[config.mk]
export PLATFORM = sky130hd
export DESIGN_NAME = hazard_ctrl_flat
export DESIGN_NICKNAME = d
export VERILOG_FILES = /design/src/rtl/hazard_ctrl_if.sv /design/src/rtl/hazard_ctrl.sv /design/src/flat_wrapper.sv
export SDC_FILE = /design/constraint.sdc
export NUM_CORES = 1
export LEC_CHECK = 0
export BUFFER_PORTS_ARGS = -buffer_cell sky130_fd_sc_hd__buf_2
export CORE_MARGIN = 4
export CORE_UTILIZATION = 50
export CTS_CLUSTER_SIZE = 25
export DETAILED_ROUTE_END_ITERATION = 6
export GPL_TIMING_DRIVEN = 0
export PLACE_DENSITY = 0.78
export SLEW_MARGIN = 20
export SYNTH_ARGS = -nofsm -noshare
export SYNTH_HDL_FRONTEND = slang
export SYNTH_SLANG_ARGS = --single-unit
[constraint.sdc]
create_clock -name clk -period 3.3 [get_ports clk]
set_input_delay 0.165 -clock clk [delete_from_list [all_inputs] [get_ports clk]]
set_output_delay 0.165 -clock clk [all_outputs]
set_load 0.05 [all_outputs]
[src/rtl/hazard_ctrl_if.sv]
// Bundle between the five-stage pipeline and its hazard controller.
// The master side is the pipeline datapath; the slave side is hazard_ctrl.
interface hazard_ctrl_if #(parameter int CNT_W = 32);
  logic [4:0]       id_rs;
  logic [4:0]       id_rt;
  logic             id_use_rs;
  logic             id_use_rt;
  logic             id_jump;
  logic             id_halt;
  logic [4:0]       ex_rd;
  logic [4:0]       mem_rd;
  logic [4:0]       wb_rd;
  logic             ex_regwrite;
  logic             mem_regwrite;
  logic             wb_regwrite;
  logic             ex_memread;
  logic             ex_branch_taken;
  logic             go;
  logic             pc_stall;
  logic             ifid_stall;
  logic             ifid_clear;
  logic             idex_clear;
  logic [1:0]       fwd_rs_sel;
  logic [1:0]       fwd_rt_sel;
  logic             halted;
  logic [CNT_W-1:0] load_use_cnt;
  logic [CNT_W-1:0] flush_cnt;

  modport master (
    output id_rs, id_rt, id_use_rs, id_use_rt, id_jump, id_halt,
           ex_rd, mem_rd, wb_rd, ex_regwrite, mem_regwrite, wb_regwrite,
           ex_memread, ex_branch_taken, go,
    input  pc_stall, ifid_stall, ifid_clear, idex_clear,
           fwd_rs_sel, fwd_rt_sel, halted, load_use_cnt, flush_cnt
  );

  modport slave (
    input  id_rs, id_rt, id_use_rs, id_use_rt, id_jump, id_halt,
           ex_rd, mem_rd, wb_rd, ex_regwrite, mem_regwrite, wb_regwrite,
           ex_memread, ex_branch_taken, go,
    output pc_stall, ifid_stall, ifid_clear, idex_clear,
           fwd_rs_sel, fwd_rt_sel, halted, load_use_cnt, flush_cnt
  );
endinterface

[src/rtl/hazard_ctrl.sv]
// Stall/flush/forwarding controller for the five-stage redirect pipeline,
// with a halt drain sequence and load-use / branch-flush event counters.
//
//   state     | meaning
//   ST_RUN    | normal operation
//   ST_DRAIN  | halt accepted, pipeline drains for three cycles
//   ST_HALTED | pipeline stopped until a go pulse
module hazard_ctrl #(
  parameter int CNT_W = 32
) (
  input  logic         clk,
  input  logic         rst,
  hazard_ctrl_if.slave bus
);

  typedef enum logic [1:0] {ST_RUN, ST_DRAIN, ST_HALTED} state_t;

  state_t           r_state;
  logic [1:0]       r_drain_cnt;
  logic             r_halted;
  logic [CNT_W-1:0] r_lu_cnt;
  logic [CNT_W-1:0] r_flush_cnt;

  logic       w_lu;
  logic       w_pc_stall, w_ifid_stall, w_ifid_clear, w_idex_clear;
  logic       w_take_flush, w_take_halt, w_take_lu;
  logic [1:0] w_fwd_rs, w_fwd_rt;

  // A load in EX never forwards; the select falls through to MEM/WB.
  function automatic logic [1:0] fwd_sel(
    input logic [4:0] src, input logic [4:0] ex_rd, input logic ex_ok,
    input logic [4:0] mem_rd, input logic mem_ok,
    input logic [4:0] wb_rd, input logic wb_ok);
    if (src == 5'd0)                   return 2'd0;
    else if (ex_ok && ex_rd == src)    return 2'd1;
    else if (mem_ok && mem_rd == src)  return 2'd2;
    else if (wb_ok && wb_rd == src)    return 2'd3;
    else                               return 2'd0;
  endfunction

  assign w_lu = bus.ex_memread && bus.ex_regwrite && (bus.ex_rd != 5'd0) &&
                ((bus.id_use_rs && bus.ex_rd == bus.id_rs) ||
                 (bus.id_use_rt && bus.ex_rd == bus.id_rt));

  always_comb begin
    w_pc_stall   = 1'b0;
    w_ifid_stall = 1'b0;
    w_ifid_clear = 1'b0;
    w_idex_clear = 1'b0;
    w_take_flush = 1'b0;
    w_take_halt  = 1'b0;
    w_take_lu    = 1'b0;
    w_fwd_rs = fwd_sel(bus.id_rs, bus.ex_rd, bus.ex_regwrite && !bus.ex_memread,
                       bus.mem_rd, bus.mem_regwrite, bus.wb_rd, bus.wb_regwrite);
    w_fwd_rt = fwd_sel(bus.id_rt, bus.ex_rd, bus.ex_regwrite && !bus.ex_memread,
                       bus.mem_rd, bus.mem_regwrite, bus.wb_rd, bus.wb_regwrite);
    if (rst) begin
      w_ifid_clear = 1'b1;
      w_idex_clear = 1'b1;
      w_fwd_rs     = 2'd0;
      w_fwd_rt     = 2'd0;
    end else begin
      case (r_state)
        ST_RUN: begin
          if (bus.ex_branch_taken) begin
            w_ifid_clear = 1'b1;
            w_idex_clear = 1'b1;
            w_take_flush = 1'b1;
          end else if (bus.id_halt && !w_lu) begin
            {w_pc_stall, w_ifid_stall, w_idex_clear} = 3'b111;
            w_take_halt = 1'b1;
          end else if (w_lu) begin
            {w_pc_stall, w_ifid_stall, w_idex_clear} = 3'b111;
            w_take_lu = 1'b1;
          end else if (bus.id_jump) begin
            w_ifid_clear = 1'b1;
          end
        end
        ST_HALTED: begin
          if (bus.go) begin
            w_ifid_clear = 1'b1;
            w_idex_clear = 1'b1;
          end else begin
            {w_pc_stall, w_ifid_stall, w_idex_clear} = 3'b111;
          end
        end
        default: {w_pc_stall, w_ifid_stall, w_idex_clear} = 3'b111;
      endcase
    end
  end

  always_ff @(posedge clk) begin
    if (rst) begin
      r_state     <= ST_RUN;
      r_drain_cnt <= 2'd0;
      r_halted    <= 1'b0;
      r_lu_cnt    <= '0;
      r_flush_cnt <= '0;
    end else begin
      case (r_state)
        ST_RUN: begin
          if (w_take_flush) r_flush_cnt <= r_flush_cnt + CNT_W'(1);
          if (w_take_lu)    r_lu_cnt    <= r_lu_cnt + CNT_W'(1);
          if (w_take_halt) begin
            r_state     <= ST_DRAIN;
            r_drain_cnt <= 2'd0;
          end
        end
        ST_DRAIN: begin
          r_drain_cnt <= r_drain_cnt + 2'd1;
          if (r_drain_cnt == 2'd2) begin
            r_state  <= ST_HALTED;
            r_halted <= 1'b1;
          end
        end
        ST_HALTED: begin
          if (bus.go) begin
            r_state  <= ST_RUN;
            r_halted <= 1'b0;
          end
        end
        default: r_state <= ST_RUN;
      endcase
    end
  end

  assign bus.pc_stall     = w_pc_stall;
  assign bus.ifid_stall   = w_ifid_stall;
  assign bus.ifid_clear   = w_ifid_clear;
  assign bus.idex_clear   = w_idex_clear;
  assign bus.fwd_rs_sel   = w_fwd_rs;
  assign bus.fwd_rt_sel   = w_fwd_rt;
  assign bus.halted       = r_halted;
  assign bus.load_use_cnt = r_lu_cnt;
  assign bus.flush_cnt    = r_flush_cnt;

endmodule

[src/flat_wrapper.sv]
// flat-port wrapper written by rule: the top's interface ports become plain ports
module hazard_ctrl_flat 
#(
  parameter int CNT_W = 32
)
  (clk, rst, bus_id_rs, bus_id_rt, bus_id_use_rs, bus_id_use_rt, bus_id_jump, bus_id_halt, bus_ex_rd, bus_mem_rd, bus_wb_rd, bus_ex_regwrite, bus_mem_regwrite, bus_wb_regwrite, bus_ex_memread, bus_ex_branch_taken, bus_go, bus_pc_stall, bus_ifid_stall, bus_ifid_clear, bus_idex_clear, bus_fwd_rs_sel, bus_fwd_rt_sel, bus_halted, bus_load_use_cnt, bus_flush_cnt);
  hazard_ctrl_if #(.CNT_W(CNT_W)) bus_i ();
  input  logic clk;
  input  logic rst;
  input wire logic [$bits(bus_i.id_rs)-1:0] bus_id_rs;
  input wire logic [$bits(bus_i.id_rt)-1:0] bus_id_rt;
  input wire logic [$bits(bus_i.id_use_rs)-1:0] bus_id_use_rs;
  input wire logic [$bits(bus_i.id_use_rt)-1:0] bus_id_use_rt;
  input wire logic [$bits(bus_i.id_jump)-1:0] bus_id_jump;
  input wire logic [$bits(bus_i.id_halt)-1:0] bus_id_halt;
  input wire logic [$bits(bus_i.ex_rd)-1:0] bus_ex_rd;
  input wire logic [$bits(bus_i.mem_rd)-1:0] bus_mem_rd;
  input wire logic [$bits(bus_i.wb_rd)-1:0] bus_wb_rd;
  input wire logic [$bits(bus_i.ex_regwrite)-1:0] bus_ex_regwrite;
  input wire logic [$bits(bus_i.mem_regwrite)-1:0] bus_mem_regwrite;
  input wire logic [$bits(bus_i.wb_regwrite)-1:0] bus_wb_regwrite;
  input wire logic [$bits(bus_i.ex_memread)-1:0] bus_ex_memread;
  input wire logic [$bits(bus_i.ex_branch_taken)-1:0] bus_ex_branch_taken;
  input wire logic [$bits(bus_i.go)-1:0] bus_go;
  output wire logic [$bits(bus_i.pc_stall)-1:0] bus_pc_stall;
  output wire logic [$bits(bus_i.ifid_stall)-1:0] bus_ifid_stall;
  output wire logic [$bits(bus_i.ifid_clear)-1:0] bus_ifid_clear;
  output wire logic [$bits(bus_i.idex_clear)-1:0] bus_idex_clear;
  output wire logic [$bits(bus_i.fwd_rs_sel)-1:0] bus_fwd_rs_sel;
  output wire logic [$bits(bus_i.fwd_rt_sel)-1:0] bus_fwd_rt_sel;
  output wire logic [$bits(bus_i.halted)-1:0] bus_halted;
  output wire logic [$bits(bus_i.load_use_cnt)-1:0] bus_load_use_cnt;
  output wire logic [$bits(bus_i.flush_cnt)-1:0] bus_flush_cnt;
  assign bus_i.id_rs = bus_id_rs;
  assign bus_i.id_rt = bus_id_rt;
  assign bus_i.id_use_rs = bus_id_use_rs;
  assign bus_i.id_use_rt = bus_id_use_rt;
  assign bus_i.id_jump = bus_id_jump;
  assign bus_i.id_halt = bus_id_halt;
  assign bus_i.ex_rd = bus_ex_rd;
  assign bus_i.mem_rd = bus_mem_rd;
  assign bus_i.wb_rd = bus_wb_rd;
  assign bus_i.ex_regwrite = bus_ex_regwrite;
  assign bus_i.mem_regwrite = bus_mem_regwrite;
  assign bus_i.wb_regwrite = bus_wb_regwrite;
  assign bus_i.ex_memread = bus_ex_memread;
  assign bus_i.ex_branch_taken = bus_ex_branch_taken;
  assign bus_i.go = bus_go;
  assign bus_pc_stall = bus_i.pc_stall;
  assign bus_ifid_stall = bus_i.ifid_stall;
  assign bus_ifid_clear = bus_i.ifid_clear;
  assign bus_idex_clear = bus_i.idex_clear;
  assign bus_fwd_rs_sel = bus_i.fwd_rs_sel;
  assign bus_fwd_rt_sel = bus_i.fwd_rt_sel;
  assign bus_halted = bus_i.halted;
  assign bus_load_use_cnt = bus_i.load_use_cnt;
  assign bus_flush_cnt = bus_i.flush_cnt;
  hazard_ctrl #(.CNT_W(CNT_W)) u_core (.clk(clk), .rst(rst), .bus(bus_i));
endmodule
# Word-level counts from Yosys, hierarchy flattened
# Index checks and enable logic that the tools add are counted.
[word_totals] mem_count=0 inputBits=37 output_inout_bits=73 rom_bits=0 reg_bits=69 latch_bits=0 elab_cells=93 mem_bits_rw=0
[classes] mux=46 n_mul=0 eq_ne=12 order_cmp=0 n_shift=0 bitwise_logic=0 reduce_logical=27 div=0 addsub=3
[ops] operator="$add 32x1->32 const B" count=2
[ops] operator="$eq 5x5->1" count=6
[ops] operator="$mux 2" count=14
[ops] operator="$mux 1" count=27
[ops] operator="$logic_and 1x1->1" count=13
[ops] operator="$logic_not 5->1" count=2
[ops] operator="$pmux 1 s2" count=3
[ops] operator="$pmux 2 s3" count=1
[ops] operator="$reduce_and 2->1" count=3
[ops] operator="$reduce_and 3->1" count=2
[ops] operator="$reduce_bool 5->1" count=1
[ops] operator="$eq 2x2->1 const B" count=2
[ops] operator="$ne 2x1->1 const B" count=2
[ops] operator="$pmux 2 s2" count=1
[ops] operator="$reduce_bool 2->1" count=2
[ops] operator="$add 2x1->2 const B" count=1
[ops] operator="$eq 2x1->1 const B" count=1
[ops] operator="$logic_not 1->1" count=2
[ops] operator="$logic_not 2->1" count=1
[ops] operator="$ne 2x2->1 const B" count=1
[ops] operator="$logic_or 1x1->1" count=1

# Logic depth before layout (Yosys ltp)
# Gate-level depths: netlist of run 1.
[depth] depth_word=12 mapped_depth=8 mapped_depth_nobuf=6

# Least setup slack after synthesis of run 1
# Ideal clock, no wire load.
[synth_path] path_kind="input to output" from="input bus_ex_rd[2]" to="output bus_pc_stall" stages=8 t_arrival_ns=2.375 path_buffers=3 setup_slack_ns=0.760 required_ns=3.135 cell_sequence="xnor2_1 -> nand3_1 -> o22a_1 -> buf_2 -> buf_6 -> or2_2 -> a21oi_1 -> buf_4"
[synth_between] elab_chain_cells=10 word_cells_on_any_way=15 cone_classes="eq/ne (2); mux (5); reduce/logical (8)"
[synth_rtl] element="from (decl)" line_no="flat_wrapper.sv:16" text="input wire logic [$bits(bus_i.ex_rd)-1:0] bus_ex_rd;"
[synth_rtl] element="$eq 5x5->1, on equally long branches" line_no="hazard_ctrl.sv:42, hazard_ctrl.sv:43"
[synth_rtl] element="$logic_and 1x1->1, on equally long branches" line_no="hazard_ctrl.sv:42, hazard_ctrl.sv:43"
[synth_rtl] element="$logic_or 1x1->1" line_no="hazard_ctrl.sv:42" text="((bus.id_use_rs && bus.ex_rd == bus.id_rs) ||"
[synth_rtl] element="$logic_and 1x1->1 *" line_no="hazard_ctrl.sv:41" text="assign w_lu = bus.ex_memread && bus.ex_regwrite && (bus.ex_rd != 5'd0) &&"
[synth_rtl] element="$logic_not 1->1" line_no="hazard_ctrl.sv:69" text="end else if (bus.id_halt && !w_lu) begin"
[synth_rtl] element="$logic_and 1x1->1" line_no="hazard_ctrl.sv:69"
[synth_rtl] element="$mux 1 * (2 in series)"
[synth_rtl] element="$pmux 1 s2 *"
[synth_rtl] element="$mux 1 *"
[synth_rtl] element="to (decl)" line_no="flat_wrapper.sv:25" text="output wire logic [$bits(bus_i.pc_stall)-1:0] bus_pc_stall;"
# Mark *: on every way between the ends. The rest lies on a longest branch, timed or not.

# Worst setup path in the final report of run 1
[layout_path] from="input bus_ex_rd[0]" to="output bus_pc_stall"
[layout_between] elab_chain_cells=10 word_cells_on_any_way=15 cone_classes="eq/ne (2); mux (5); reduce/logical (8)"
[layout_rtl] element="$eq 5x5->1, on equally long branches" line_no="hazard_ctrl.sv:42, hazard_ctrl.sv:43"
[layout_rtl] element="$logic_and 1x1->1, on equally long branches" line_no="hazard_ctrl.sv:42, hazard_ctrl.sv:43"
[layout_rtl] element="$logic_or 1x1->1" line_no="hazard_ctrl.sv:42"
[layout_rtl] element="$logic_and 1x1->1 *" line_no="hazard_ctrl.sv:41"
[layout_rtl] element="$logic_not 1->1" line_no="hazard_ctrl.sv:69"
[layout_rtl] element="$logic_and 1x1->1" line_no="hazard_ctrl.sv:69"
[layout_rtl] element="$mux 1 *" line_no="hazard_ctrl.sv:69"
[layout_rtl] element="$mux 1 *" line_no="hazard_ctrl.sv:65" text="if (bus.ex_branch_taken) begin"
[layout_rtl] element="$pmux 1 s2 *" line_no="hazard_ctrl.sv:63" text="case (r_state)"
[layout_rtl] element="$mux 1 *" line_no="hazard_ctrl.sv:57" text="if (rst) begin"
# Marks and branches as above.

==> key figures, run 1 <==
Cells and area
  – Final instance area: 4960 µm²
  – Layout Nets: 646
  – Synthesis-to-finish area growth: 20.9%
  – Layout cell share with drive strength beyond 1: 27.5%
  – Most common cell after layout, fill and taps aside: buf_2
  – Antenna cells: 0
  – Most frequent cells in the layout: buf_2, nor2_1, dfxtp_1
  – Non-Filler Instances: 713

Place
  – DPL Wire Length: 8040 µm
  – Placed inst area: 4780 µm²
  – Placer Congestion: 0.922
  – Placed cells: 697
  – Port Buffer Count: 109
  – Pre-CTS setup slack: 1.07 ns

STA
  – Slew headroom: 47.8%
  – # setup viols final: 0
  – WHS: 0.135 ns
  – Tcrit/Tclk final: 67.9%
  – Fmax achieved: 446 MHz
  – Setup TNS: 0 ns
  – Fin. max-slew vios: 0
  – Crit path time final: 2.24 ns
  – Worst-Margin Slew: 0.776 ns
  – Clock skew: 0.0126 ns
  – Final Hold Vio Count: 0
  – Final WS setup: 1.06 ns
  – RSZ-0062 raised after global routing: false

Min path
  – Hold Path Class: in2reg
  – Hold_sp: bus_go

Critical path
  – Crit. End Element: output pin
  – Worst stage delay on the critical path: 0.33 ns
  – Slowest-stage cell, CP: or2_2
  – Worst setup SP type: input port
  – Max FO, Critical Path: 10
  – Most used cell, CP: buf_2
  – RR Startpoint: u_core.bus.load_use_cnt[2]
  – Critical Path Source: bus_ex_rd[0]
  – Required time worst endpoint: 3.13 ns
  – Critical path class: in2out
  – Crit path arrival time: 2.08 ns
  – Crit path cell chain: buf_2 -> xnor2_1 -> nand3_1 -> o22a_1 -> buf_2 -> buf_6 -> or2_2 -> a21oi_1 -> buf_4 -> buf_2

Run status
  – Status: finished clean

Die
  – Die Ht: 98.6 µm
  – DIE WIDTH: 98.6 µm
  – # IOs: 110
  – Row count: 32
  – Initial Util: 52.3%
  – Die footprint: 9720 µm²
  – Core outline area: 7850 µm²

Detailed routing
  – Post-DRT Antenna Nets: 0
  – DRT iter0 DRCs: 136
  – Via count: 4044
  – Post-Route WL: 10600 µm
  – Vias/cell: 5.67
  – DRC viols: 0
  – First-pass DRT Iterations: 4
  – Avg WL per Cell: 14.9 µm

Clock network
  – CTS tree: built
  – Clock sinks: 69
  – Clock Tree Buf Depth: 2
  – Post-CTS setup buffers: 0
  – Hold bufs inserted after CTS: 0
  – Cts repair resizes: 0
  – Worst-Skew Late Latency: 0.34 ns
  – H-tree levels: 3
  – Root buf cell: clkbuf_8
  – CTS clk-pin slew, worst paths: 0.07 ns
  – Total CTS buffers: 9

Synth
  – Avg Inst Size Synth: 8.45 µm²
  – Syn. warnings: 0
  – FF+latch count, synth: 69
  – Distinct cells, synth: 49
  – Cell area after synthesis: 4110 µm²
  – Syn_nets: 526
  – Mapped Cells: 486
  – Post-synthesis sequential area ratio: 33.6%

Global route
  – Vias in the first global route: 3884
  – GRT Util Overall: 21.8%
  – Largest net degree at the start of global routing: 13
  – Initial antenna violation count: 0
  – Gr ovfl total: 0
  – First-pass GRT wire length: 17900 µm

Pwr
  – Max IR drop VDD: 0.323 mV
  – Static Leakage: 2.10 nW
  – Pwr/cell area: 340 nW/µm²

Flow run
  – # Max-Cap Violations: 0
where the power goes:
part	internal, W	switching [W]	total [W]
Combinational	0.0000733	0.000134	0.000207
Sequential	0.000838	0.00000532	0.000843
Clock	0.000314	0.000325	0.000638
cell usage after synthesis, drive strengths merged:
cell / count / area share [%]
inv: 5 / 0.46
nor4b: 3 / 0.79
a31oi: 2 / 0.30
and2: 2 / 0.30
or2b: 1 / 0.18
o22a: 1 / 0.21
clkbuf: 9 / 0.82
xnor2: 16 / 3.4
or2: 1 / 0.15
a31o: 1 / 0.21
o21ai: 5 / 0.61
nand3: 24 / 3.0
a21oi: 11 / 1.3
nor2b: 30 / 4.6
mux2: 29 / 8.0
buf: 17 / 2.6
and4: 4 / 0.91
mux2i: 1 / 0.24
or4: 7 / 1.4
o2111ai: 1 / 0.37
o32ai: 1 / 0.21
dfxtp: 69 / 34
xor2: 43 / 9.2
nor3b: 1 / 0.18
nor2: 73 / 6.7
nand4b: 2 / 0.43
nand2b: 2 / 0.30
or3: 5 / 0.76
nand2: 29 / 2.7
o21bai: 3 / 0.55
nand4bb: 1 / 0.67
o211ai: 1 / 0.52
nor4: 28 / 5.0
ha: 3 / 0.91
nor3: 13 / 1.6
nand4: 29 / 4.7
and3: 9 / 1.4
nand3b: 2 / 0.37
o31ai: 2 / 0.37
state kept, by name, summed over array words and instances (netlist names):
name	count
u_core.bus.halted	1
u_core.bus.load_use_cnt	32
u_core.r_drain_cnt	2
u_core.r_state	2
u_core.bus.flush_cnt	32
cell families after synthesis:
family	after synthesis	synth area share, %
AND/OR/NAND/NOR	266	36.1
flip-flops	69	33.6
XOR/XNOR	59	12.6
buffers and inverters	31	3.90
multiplexers	30	8.20
AO/OA/AOI/OAI	28	4.69
adder cells (fa/ha/maj)	3	0.914
metrics by stage:
stage / power (W) / util [%]
after floorplan: 0.000993 / -
after global placement: 0.00106 / 60.9
after detailed placement: 0.00107 / 60.9
after CTS: 0.00171 / 63.2
after global routing: 0.00176 / 63.2
final: 0.00169 / 63.2
cell type report:
class / instances / area (µm²)
Sequential cell: 69 / 1380
Buffer: 26 / 141
Clock buffer: 11 / 151
Fill cell: 718 / 2880
Timing Repair Buffer: 109 / 546
Inverter: 5 / 18.8
Clock inverter: 5 / 33.8
Tap cell: 102 / 128
Multi-Input combinational cell: 386 / 2560
critical path, delay by kind of cell:
family                    cells  cell delay [ns]
buffers and inverters         5             0.87
and+or+nand+nor               2             0.45
AOI/OAI and AO/OA             2             0.42
xor gates and xnor gates      1             0.17
path summary, 6_finish.rpt:
kind | endpoint | slack [ns] | depth (start not counted)
worst max register to register | u_core.bus.load_use_cnt[30] | 1.06 | 5
worst min register to register | u_core.bus.halted | 0.48 | 2
worst min-delay path | u_core.bus.halted | 0.14 | 4
worst max-delay path | bus_pc_stall | 1.06 | 10
layer usage:
metal / track usage (%) / wire [µm] / up-vias
li1: - / - / 1964
met1: 28.2 / 4670 / 1938
met2: 36.7 / 5220 / 132
met3: 5.38 / 613 / 10
met4: 4.83 / 109 / 0
met5: 0 / 0 / -
Power figures use the tool's default switching activity.
==> run 2: changes to the inputs <==
--- a/config.mk
+++ b/config.mk
@@ -7,11 +7,11 @@
 export LEC_CHECK = 0
 export BUFFER_PORTS_ARGS = -buffer_cell sky130_fd_sc_hd__buf_2
 export CORE_MARGIN = 4
-export CORE_UTILIZATION = 50
+export CORE_UTILIZATION = 48
 export CTS_CLUSTER_SIZE = 25
 export DETAILED_ROUTE_END_ITERATION = 6
 export GPL_TIMING_DRIVEN = 0
-export PLACE_DENSITY = 0.78
+export PLACE_DENSITY = 0.79
 export SLEW_MARGIN = 20
 export SYNTH_ARGS = -nofsm -noshare
 export SYNTH_HDL_FRONTEND = slang
==> constraint.sdc (replaced) <==
create_clock -name clk -period 2.02 [get_ports clk]
set_input_delay 0.101 -clock clk [delete_from_list [all_inputs] [get_ports clk]]
set_output_delay 0.101 -clock clk [all_outputs]
set_load 0.05 [all_outputs]
==> run 2 against run 1 <==
Net effect:
- the run now ends with negative setup slack left
- critical endpoint is now u_core.bus.load_use_cnt[30]
- die area increased by 3.8%
- global-route usage increased by 0.089 points
- sequential power increased by 64%
- critical path depth decreased by 4
- final area increased by 3.3%
- non-clock buffer count increased by 2
- sequential share of layout area decreased by 0.15 points
- setup slack got worse by 1.1 ns
- final cell count increased by 0.70%
- flip-flop and latch count unchanged
- first-iteration DRC count unchanged
==> key figures, run 2 (synthesis gave the netlist of run 1 again) <==
STA
  – Setup TNS: -0.00863 ns (-0.00863 ns)
  – Final WS setup: -0.00863 ns (-1.07 ns)
  – Fin. max-slew vios: 0 (unchanged)
  – RSZ-0062 raised after global routing: true
  – Crit path time final: 2.03 ns
  – Worst-Margin Slew: 0.557 ns (-0.219 ns)
  – Clock skew: 0.00918 ns (-0.00339 ns)
  – # setup viols final: 1 (+1)
  – Fmax achieved: 493 MHz
  – Slew headroom: 62.9% (+15 points)
  – Tcrit/Tclk final: 100%
  – Final Hold Vio Count: 0 (unchanged)

Clock network
  – CTS clk-pin slew, worst paths: 0.08 ns (about the same)
  – Clock Tree Buf Depth: 2 (unchanged)
  – CTS tree: built
  – Total CTS buffers: 9 (unchanged)
  – Root buf cell: clkbuf_8
  – Clock sinks: 69 (unchanged)
  – H-tree levels: 3 (unchanged)
  – Worst-Skew Late Latency: 0.35 ns (about the same)

Cells and area
  – Antenna cells: 0 (unchanged)
  – Synthesis-to-finish area growth: 24.9%
  – Most common cell after layout, fill and taps aside: buf_2
  – Layout cell share with drive strength beyond 1: 32.6% (+5.1 points)
  – Layout Nets: 648 (+0.31%)
  – Most frequent cells in the layout: buf_2, nor2_1, dfxtp_1
  – Filler cells: 708 (-1.4%)

Die
  – # IOs: 110 (unchanged)
  – Row count: 33 (+3.1%)
  – Die Ht: 100 µm (+1.9%)
  – Die footprint: 10100 µm² (+3.8%)
  – DIE WIDTH: 100 µm (+1.9%)
  – Initial Util: 49.7% (-2.6 points)
  – Core outline area: 8260 µm² (+5.2%)

Pwr
  – Pwr/cell area: 526 nW/µm² (+55%)
  – Static Leakage: 2.18 nW (+3.6%)
  – Max IR drop VDD: 0.438 mV (+35%)

Critical path
  – RR Startpoint: u_core.bus.load_use_cnt[3]
  – Required time worst endpoint: 2.26 ns (-0.87 ns)
  – Worst setup SP type: flop
  – Critical path class: reg2reg
  – Crit path arrival time: 2.27 ns (+0.19 ns)
  – Critical Path Source: u_core.bus.load_use_cnt[3]
  – Crit. End Element: flop
  – Max FO, Critical Path: 10 (unchanged)
  – R2r worst-path depth: 6 (+1)

Global route
  – Gr ovfl total: 0 (unchanged)
  – Vias in the first global route: 3848 (-0.93%)
  – Largest net degree at the start of global routing: 12 (-1)
  – First-pass GRT wire length: 18100 µm (+0.81%)
  – GRT Util Overall: 21.8% (+0.089 points)
  – Initial antenna violation count: 0 (unchanged)

Run status
  – Failing checks: negative setup slack
  – Status: finished with violations

Place
  – Pre-CTS setup slack: -0.190 ns (-1.26 ns)
  – DPL Wire Length: 8100 µm (+0.65%)
  – Port Buffer Count: 109 (unchanged)
  – Placer Congestion: 0.870 (-5.7%)

Flow run
  – # Max-Cap Violations: 0 (unchanged)

Min path
  – Hold Path Class: in2reg
  – WHS Path Cells: 4 (unchanged)
  – Hold_sp: bus_go

Detailed routing
  – DRC viols: 0 (unchanged)
  – Avg WL per Cell: 15.4 µm (+3.3%)
  – DRT iter0 DRCs: 136 (unchanged)
  – Via count: 4026 (-0.45%)
  – First-pass DRT Iterations: 5 (+1)
  – Vias/cell: 5.61 (-1.1%)
  – Post-DRT Antenna Nets: 0 (unchanged)
  – Post-Route WL: 11000 µm (+4.0%)
run 2: stage by stage:
step	hold WS (ns)	total power, W	utilization, %	instance area [µm²]	std cells
floorplan	0.261	0.00162	-	4150	486
global placement	0.412	0.00173	58.4	4830	700
detailed placement	0.420	0.00174	58.4	4830	700
CTS	0.0370	0.00271	60.9	5030	716
global route	0.0949	0.00281	62.1	5130	718
finish	0.0500	0.00270	62.1	5130	718
run 2: per-layer routing:
layer / part of all wire (%) / up-vias / wire [µm] / global-route usage [%]
met5: 0 / - / 0 / 0
met4: 1.9 / 0 / 210 / 7.77
met3: 6.0 / 22 / 663 / 4.50
met2: 50 / 138 / 5520 / 37.0
met1: 42 / 1895 / 4650 / 27.5
li1: - / 1971 / - / -
run 2: worst max-delay path, cell delays in order, from the launching register on:
cell	delay (ns)
dfxtp_4	0.38
nand4_1	0.15
nor4_4	0.24
buf_4	0.19
nand4_4	0.20
nor4_1	0.40
mux2_1	0.35
run 2: area by class of cell:
cell class,count,area (µm²),area share [%]
inverters,5,18.8,0.366
flip-flops and latches,69,1420,27.7
repair buffers,113,587,11.4
clock buffers,11,131,2.56
clock inverters,5,27.5,0.537
plain buffers,24,136,2.66
multi-input cells,386,2680,52.2
well taps,105,131,2.56
run 2: path summary, 6_finish.rpt:
| check | end | slack [ns] |
|---|---|---|
| setup / recovery | u_core.bus.load_use_cnt[30] | -0.009 |
| hold / removal | u_core.bus.halted | 0.05 |
| setup reg to reg | u_core.bus.load_use_cnt[30] | -0.009 |
| hold reg to reg | u_core.bus.halted | 0.48 |
run 2: what timing repair did:
action	CTS	global route
resized for setup	7	21
pin swaps	0	4
hold buffers	0	0
setup endpoints to repair	26	43
buffers inserted	0	4
run 2: power by group:
part,internal (W),switching [W]
combinational,0.000127,0.000221
sequential,0.00136,0.0000133
clock,0.000438,0.000535
total,0.00193,0.000769
